--- src/rtl/m31_pkg.sv ---
// Shared M31 field types and constants for the Poseidon2 datapath.
// MUL_LAT is the register depth of m31_mul; sideband pipelines size themselves from it.
package m31_pkg;

  localparam int unsigned M31_W = 31;

  typedef logic [M31_W-1:0] m31_t;

  localparam m31_t P_M31 = 31'h7FFF_FFFF;

  localparam int MUL_LAT = 4;

endpackage

--- src/rtl/m31_mul.sv ---
// Four-stage pipelined multiplier modulo 2^31-1 with canonical output.
// Stages: full product, first fold, second fold, final conditional subtract.
module m31_mul import m31_pkg::*; (
  input  logic             clk,
  input  logic             rst_n,
  input  logic [M31_W-1:0] a_i,
  input  logic [M31_W-1:0] b_i,
  output logic [M31_W-1:0] res_o
);

  logic [2*M31_W-1:0] prod_d, prod_q;
  logic [M31_W:0]     sum_d, sum_q;
  logic [M31_W:0]     fold_d, fold_q;
  logic [M31_W:0]     diff;
  logic [M31_W-1:0]   res_d, res_q;

  // 2^31 == 1 (mod P), so the high half folds onto the low half by addition.
  always_comb begin
    prod_d = {{M31_W{1'b0}}, a_i} * {{M31_W{1'b0}}, b_i};
    sum_d  = {1'b0, prod_q[M31_W-1:0]} + {1'b0, prod_q[2*M31_W-1:M31_W]};
    fold_d = {1'b0, sum_q[M31_W-1:0]} + {{M31_W{1'b0}}, sum_q[M31_W]};
    diff   = fold_q - {1'b0, P_M31};
    res_d  = (fold_q >= {1'b0, P_M31}) ? diff[M31_W-1:0] : fold_q[M31_W-1:0];
  end

  always_ff @(posedge clk) begin
    if (!rst_n) begin
      prod_q <= '0;
      sum_q  <= '0;
      fold_q <= '0;
      res_q  <= '0;
    end else begin
      prod_q <= prod_d;
      sum_q  <= sum_d;
      fold_q <= fold_d;
      res_q  <= res_d;
    end
  end

  assign res_o = res_q;

endmodule

--- src/rtl/m31_mul_arb.sv ---
// Round-robin front end sharing one m31_mul among N_REQ requesters, with an
// id/tag sideband pipeline aligned to the multiplier latency.
module m31_mul_arb import m31_pkg::*; #(
  parameter  int unsigned N_REQ = 4,
  parameter  int unsigned TAG_W = 4,
  localparam int unsigned ID_W  = $clog2(N_REQ)
) (
  input  logic                         clk,
  input  logic                         rst_n,
  input  logic                         en_i,
  input  logic [N_REQ-1:0]             req_valid_i,
  output logic [N_REQ-1:0]             req_ready_o,
  input  logic [N_REQ-1:0][M31_W-1:0]  req_a_i,
  input  logic [N_REQ-1:0][M31_W-1:0]  req_b_i,
  input  logic [N_REQ-1:0][TAG_W-1:0]  req_tag_i,
  output logic                         rsp_valid_o,
  output logic [ID_W-1:0]              rsp_id_o,
  output logic [TAG_W-1:0]             rsp_tag_o,
  output logic [M31_W-1:0]             rsp_res_o,
  output logic [2:0]                   inflight_o,
  output logic                         idle_o
);

  logic [ID_W-1:0]  ptr_q, ptr_d;
  logic [N_REQ-1:0] gnt;
  logic [ID_W-1:0]  gnt_id;
  logic [ID_W-1:0]  cand;
  logic             gnt_found;
  logic             hs;
  int unsigned      idx;

  // Search upward from ptr with wrap-around; first valid index wins.
  always_comb begin
    gnt       = '0;
    gnt_id    = '0;
    gnt_found = 1'b0;
    idx       = 0;
    cand      = '0;
    for (int unsigned i = 0; i < N_REQ; i++) begin
      idx = {{(32 - ID_W){1'b0}}, ptr_q} + i;
      if (idx >= N_REQ) begin
        idx = idx - N_REQ;
      end
      cand = idx[ID_W-1:0];
      if (!gnt_found && req_valid_i[cand]) begin
        gnt[cand] = 1'b1;
        gnt_id    = cand;
        gnt_found = 1'b1;
      end
    end
  end

  assign req_ready_o = (en_i && rst_n) ? gnt : '0;
  assign hs          = en_i & rst_n & gnt_found;

  always_comb begin
    ptr_d = ptr_q;
    if (hs) begin
      ptr_d = (gnt_id == ID_W'(N_REQ - 1)) ? '0 : gnt_id + ID_W'(1);
    end
  end

  always_ff @(posedge clk) begin
    if (!rst_n) begin
      ptr_q <= '0;
    end else begin
      ptr_q <= ptr_d;
    end
  end

  // Issue registers: operands hold when idle so the multiplier input is stable.
  logic             iss_v_q;
  logic [M31_W-1:0] iss_a_q, iss_b_q;
  logic [TAG_W-1:0] iss_tag_q;
  logic [ID_W-1:0]  iss_id_q;

  always_ff @(posedge clk) begin
    if (!rst_n) begin
      iss_v_q   <= 1'b0;
      iss_a_q   <= '0;
      iss_b_q   <= '0;
      iss_tag_q <= '0;
      iss_id_q  <= '0;
    end else begin
      iss_v_q <= hs;
      if (hs) begin
        iss_a_q   <= req_a_i[gnt_id];
        iss_b_q   <= req_b_i[gnt_id];
        iss_tag_q <= req_tag_i[gnt_id];
        iss_id_q  <= gnt_id;
      end
    end
  end

  logic [M31_W-1:0] mul_res;

  m31_mul u_mul (
    .clk   (clk),
    .rst_n (rst_n),
    .a_i   (iss_a_q),
    .b_i   (iss_b_q),
    .res_o (mul_res)
  );

  logic [MUL_LAT-1:0]            sb_v_q;
  logic [MUL_LAT-1:0][ID_W-1:0]  sb_id_q;
  logic [MUL_LAT-1:0][TAG_W-1:0] sb_tag_q;

  always_ff @(posedge clk) begin
    if (!rst_n) begin
      sb_v_q   <= '0;
      sb_id_q  <= '0;
      sb_tag_q <= '0;
    end else begin
      sb_v_q   <= {sb_v_q[MUL_LAT-2:0], iss_v_q};
      sb_id_q  <= {sb_id_q[MUL_LAT-2:0], iss_id_q};
      sb_tag_q <= {sb_tag_q[MUL_LAT-2:0], iss_tag_q};
    end
  end

  assign rsp_valid_o = sb_v_q[MUL_LAT-1];
  assign rsp_id_o    = sb_id_q[MUL_LAT-1];
  assign rsp_tag_o   = sb_tag_q[MUL_LAT-1];
  assign rsp_res_o   = mul_res;

  logic [2:0] inflight_q, inflight_d;

  always_comb begin
    inflight_d = inflight_q;
    case ({hs, rsp_valid_o})
      2'b10:   inflight_d = inflight_q + 3'd1;
      2'b01:   inflight_d = inflight_q - 3'd1;
      default: inflight_d = inflight_q;
    endcase
  end

  always_ff @(posedge clk) begin
    if (!rst_n) begin
      inflight_q <= '0;
    end else begin
      inflight_q <= inflight_d;
    end
  end

  assign inflight_o = inflight_q;
  assign idle_o     = (inflight_q == 3'd0);

endmodule

--- config.mk ---
export PLATFORM = sky130hd
export DESIGN_NAME = m31_mul_arb
export DESIGN_NICKNAME = d
export VERILOG_FILES = /design/src/rtl/m31_pkg.sv /design/src/rtl/m31_mul.sv /design/src/rtl/m31_mul_arb.sv
export SDC_FILE = /design/constraint.sdc
export NUM_CORES = 2
export LEC_CHECK = 0
export BUFFER_PORTS_ARGS = -buffer_cell sky130_fd_sc_hd__buf_2
export CELL_PAD_IN_SITES_DETAIL_PLACEMENT = 1
export CELL_PAD_IN_SITES_GLOBAL_PLACEMENT = 2
export CORE_AREA = 2 2 335 337
export CTS_CLUSTER_SIZE = 16
export DETAILED_ROUTE_END_ITERATION = 10
export DIE_AREA = 0 0 337 339
export GPL_ROUTABILITY_DRIVEN = 0
export PLACE_DENSITY_LB_ADDON = 0.08
export SLEW_MARGIN = 30
export SYNTH_ARGS = -nofsm -noshare
export SYNTH_HDL_FRONTEND = slang
export SYNTH_HIERARCHICAL = 1
export SYNTH_SLANG_ARGS = --single-unit
--- constraint.sdc ---
create_clock -name clk -period 7.6 [get_ports clk]
set_input_delay 1.14 -clock clk [delete_from_list [all_inputs] [get_ports clk]]
set_output_delay 1.14 -clock clk [all_outputs]
set_load 0.01 [all_outputs]
==> results by group <==
Floorplan
  • Io pins: 317
  • Die Y: 339 µm
  • Std-Cell Core Area: 0.110 mm²
  • Full die area: 0.114 mm²
  • Initial Util: 39.9%
  • Die Wd: 337 µm
  • Placement Rows: 122

Global route
  • Initial antenna violation count: 14
  • Largest net degree at the start of global routing: 133
  • Gr usage total: 24.8%
  • Vias in the first global route: 38,700
  • Total global routing overflow: 0
  • Global-route wire length before repair: 221,000 µm

Synthesis
  • Syn Nets: 6,438
  • Syn_area_per_cell: 8.76 µm²
  • Multiplexer share of the synthesized area: 0.571%
  • Synth Register Bits: 259
  • Fraction of registers with async set or reset after synthesis: 0%
  • Compound-cell area share of the yosys netlist: 9.57%
  • Post-Synth XOR/XNOR Area: 2.46%
  • Top FF cell, synth: dfxtp_1
  • Netlist Area Pre-Place: 0.0441 mm²
  • Sequential share of the synthesized area: 11.8%
  • Synth Area in Adders: 46.5%
  • Cells after Synth: 5,031
  • Simple-gate share of the synthesized area: 19.1%
  • Largest family of logic cells by synthesized area: adder cells
  • Number of synthesized flops with an enable pin: 0
  • Synth warnings: 6
  • Yosys cell types: 86

Status
  • Status: complete, no violations

Cells and area
  • FILL cells: 13,000
  • Design area: 0.0491 mm²
  • Layout cells sized above 1: 11.6%
  • Post-Route Utilization: 44.5%
  • NumNets Final: 6,626
  • Sequential cell area: 0.00522 mm²
  • Syn-to-layout area delta: 11.4%
  • Area of the multi-input gates: 0.0345 mm²

Clock tree
  • CTS Buf Count: 35
  • Worst-path clk slew: 0.07 ns
  • # hold bufs at CTS: 0
  • Clk buf depth: 3
  • Root Driver: clkbuf_16
  • Clk Latency, worst-skew pair: 0.60 ns
  • CTS tree: yes
  • Clock sink total: 259
  • CTS H-tree lvls: 2

Timing
  • Final Hold Fails: 0
  • Clock Skew: 0.0243 ns
  • Tcrit/Tclk final: 96.3%
  • Fmax achieved: 137 MHz
  • Crit path time final: 7.32 ns
  • Hold slack: 0.419 ns
  • Setup TNS: 0 ns
  • Setup Viol. Count Final: 0
  • Pins Over Slew Limit: 0
  • RSZ-0062 raised after global routing: no
  • Slew Limit Headroom: 34.8%
  • Worst Tran Pin Value: 0.977 ns

Detailed routing
  • Vias per Instance: 5.16
  • Total Wirelength: 139,000 µm
  • DRC violations left: 0
  • Drt pass-1 iters: 5
  • Routed len/inst: 20.6 µm
  • Total number of vias: 34,800
  • DR iter-0 viols: 1,403
  • Antenna-violating nets left: 0

Setup path
  • CP arrival: 7.80 ns
  • Worst Path Required: 8.08 ns
  • Critical Path Source Type: flip-flop
  • Maximum fanout along the worst path: 31
  • Setup CP Type: reg -> reg
  • CP Capture Type: flip-flop

Placed design
  • Post-DP HPWL: 115,000 µm
  • Buffers on Ports: 316
  • Placed Area: 0.0477 mm²

Pwr
  • Pwr/cell area: 505 mW/mm²
  • Peak VDD IR: 581 µV
  • Leak Pwr: 23.7 nW
  • Power Total: 24.8 mW

Flow run
  • Max-cap check violation count: 0

Hold path
  • HP Class: reg -> reg
## final timing paths
kind	from	endpoint	slack [ns]	cells past startpoint
setup / recovery	iss_b_q[7]	u_mul/prod_q[61]	0.28	24
hold / removal	sb_id_q[3]	sb_id_q[5]	0.42	1
setup reg to reg	iss_b_q[7]	u_mul/prod_q[61]	0.28	24
hold reg to reg	sb_id_q[3]	sb_id_q[5]	0.42	1
## Yosys cell counts (18+ instances only)
cell	count	share of area (%)
fa_1	839	38
inv_1	809	6.9
nand2_1	615	5.2
and2_1	568	8.1
ha_1	297	8.4
clkbuf_1	273	2.3
dfxtp_1	259	12
o21ai_0	184	2.1
a21oi_1	177	2.0
nand3_1	176	2.0
nor2_1	166	1.4
a31oi_1	82	1.2
xnor2_1	66	1.3
a22o_1	65	1.3
xor2_1	58	1.2
a21o_1	43	0.73
nand4_1	35	0.50
buf_2	24	0.27
o21bai_1	22	0.37
nor3_1	19	0.22
and3_1	18	0.26
or3_1	18	0.26
## per-stage QoR
step	setup WS, ns	std cells
floorplan	0.686	5031
global placement	0.0547	6669
detailed placement	-0.0736	6669
CTS	0.00237	6731
global route	0.00507	6735
finish	0.279	6735
## layout by cell type, fill, tap and decap left out, types with 10 or more instances in the layout
cell type / n
mux2i_1: 11
nand3_1: 175
o21bai_1: 22
nand2_1: 615
o21ai_0: 181
nor3_1: 19
dfxtp_1: 241
a21oi_1: 176
a22o_1: 65
xor2_1: 58
inv_1: 808
nand2b_1: 11
o21ai_1: 20
a31oi_1: 82
and4_1: 12
fa_1: 839
buf_2: 315
nor2b_1: 10
nand4_1: 35
and3_1: 18
buf_12: 27
a21o_1: 43
nor2_1: 165
dfxtp_2: 13
clkbuf_16: 35
and2_1: 567
xnor2_1: 66
or3_1: 18
buf_4: 135
ha_1: 297
## worst max-delay path, cell delays in order, from the launching register on
cell,delay [ns]
dfxtp_1,0.41
buf_12,0.24
and2_1,0.20
fa_1,0.42
fa_1,0.55
inv_1,0.06
fa_1,0.50
fa_1,0.51
inv_1,0.06
fa_1,0.57
fa_1,0.43
fa_1,0.51
inv_1,0.07
fa_1,0.48
inv_1,0.04
ha_1,0.34
a21oi_1,0.24
o21ai_1,0.12
a32oi_1,0.25
a32oi_2,0.18
a221o_1,0.33
a21oi_2,0.17
o21ai_1,0.09
nor2_1,0.10
mux2_1,0.32
## sequential cells by signal, summed over array words and instances, names as in the netlist
signal        cells
sb_tag_q         12
iss_id_q          2
sb_v_q            4
iss_v_q           1
iss_b_q          31
ptr_q             2
iss_tag_q         4
u_mul/res_o      31
inflight_o        3
rsp_tag_o         4
u_mul/sum_q      32
rsp_id_o          2
iss_a_q          31
u_mul/fold_q     32
sb_id_q           6
u_mul/prod_q     62
## repair_timing
action	CTS	global route
buffers inserted	0	1
endpoints found under the setup margin	5	28
cloned	0	0
pin swaps	0	1
resized for setup	2	33
## per-layer routing
metal	up-vias	wire, µm	global-route usage (%)
met5	-	113	0
met4	18	2590	5.07
met3	160	6840	4.24
met1	17900	61900	33.2
met2	711	67400	41.8
li1	16000	-	-
## cell type report
| type | instances | share of cell area (%) |
|---|---|---|
| Inverter | 810 | 6.20 |
| Clock buffer | 43 | 1.95 |
| Tap cell | 1488 | 3.79 |
| Sequential cell | 259 | 10.6 |
| Timing Repair Buffer | 480 | 6.44 |
| Multi-Input combinational cell | 3633 | 70.3 |
| Antenna cell | 3 | 0.0153 |
| Clock inverter | 19 | 0.665 |
## power by group
group / switching, mW / internal (mW) / total (mW)
Sequential: 0.495 / 1.79 / 2.29
Clock: 0.720 / 1.12 / 1.84
Combinational: 12.5 / 8.21 / 20.7
Total: 13.7 / 11.1 / 24.8
## cell families (layout without fill, tap and decap cells)
kind of cell / count (synthesis) / count (layout)
flops: 259 / 259
other cells: 0 / 3
buf+inv: 1139 / 1352
mux: 20 / 20
simple gates: 1678 / 1678
xor+xnor: 124 / 124
fa+ha+maj: 1136 / 1136
compound gates: 675 / 675
Note: power is estimated with default switching activity, not from simulation.
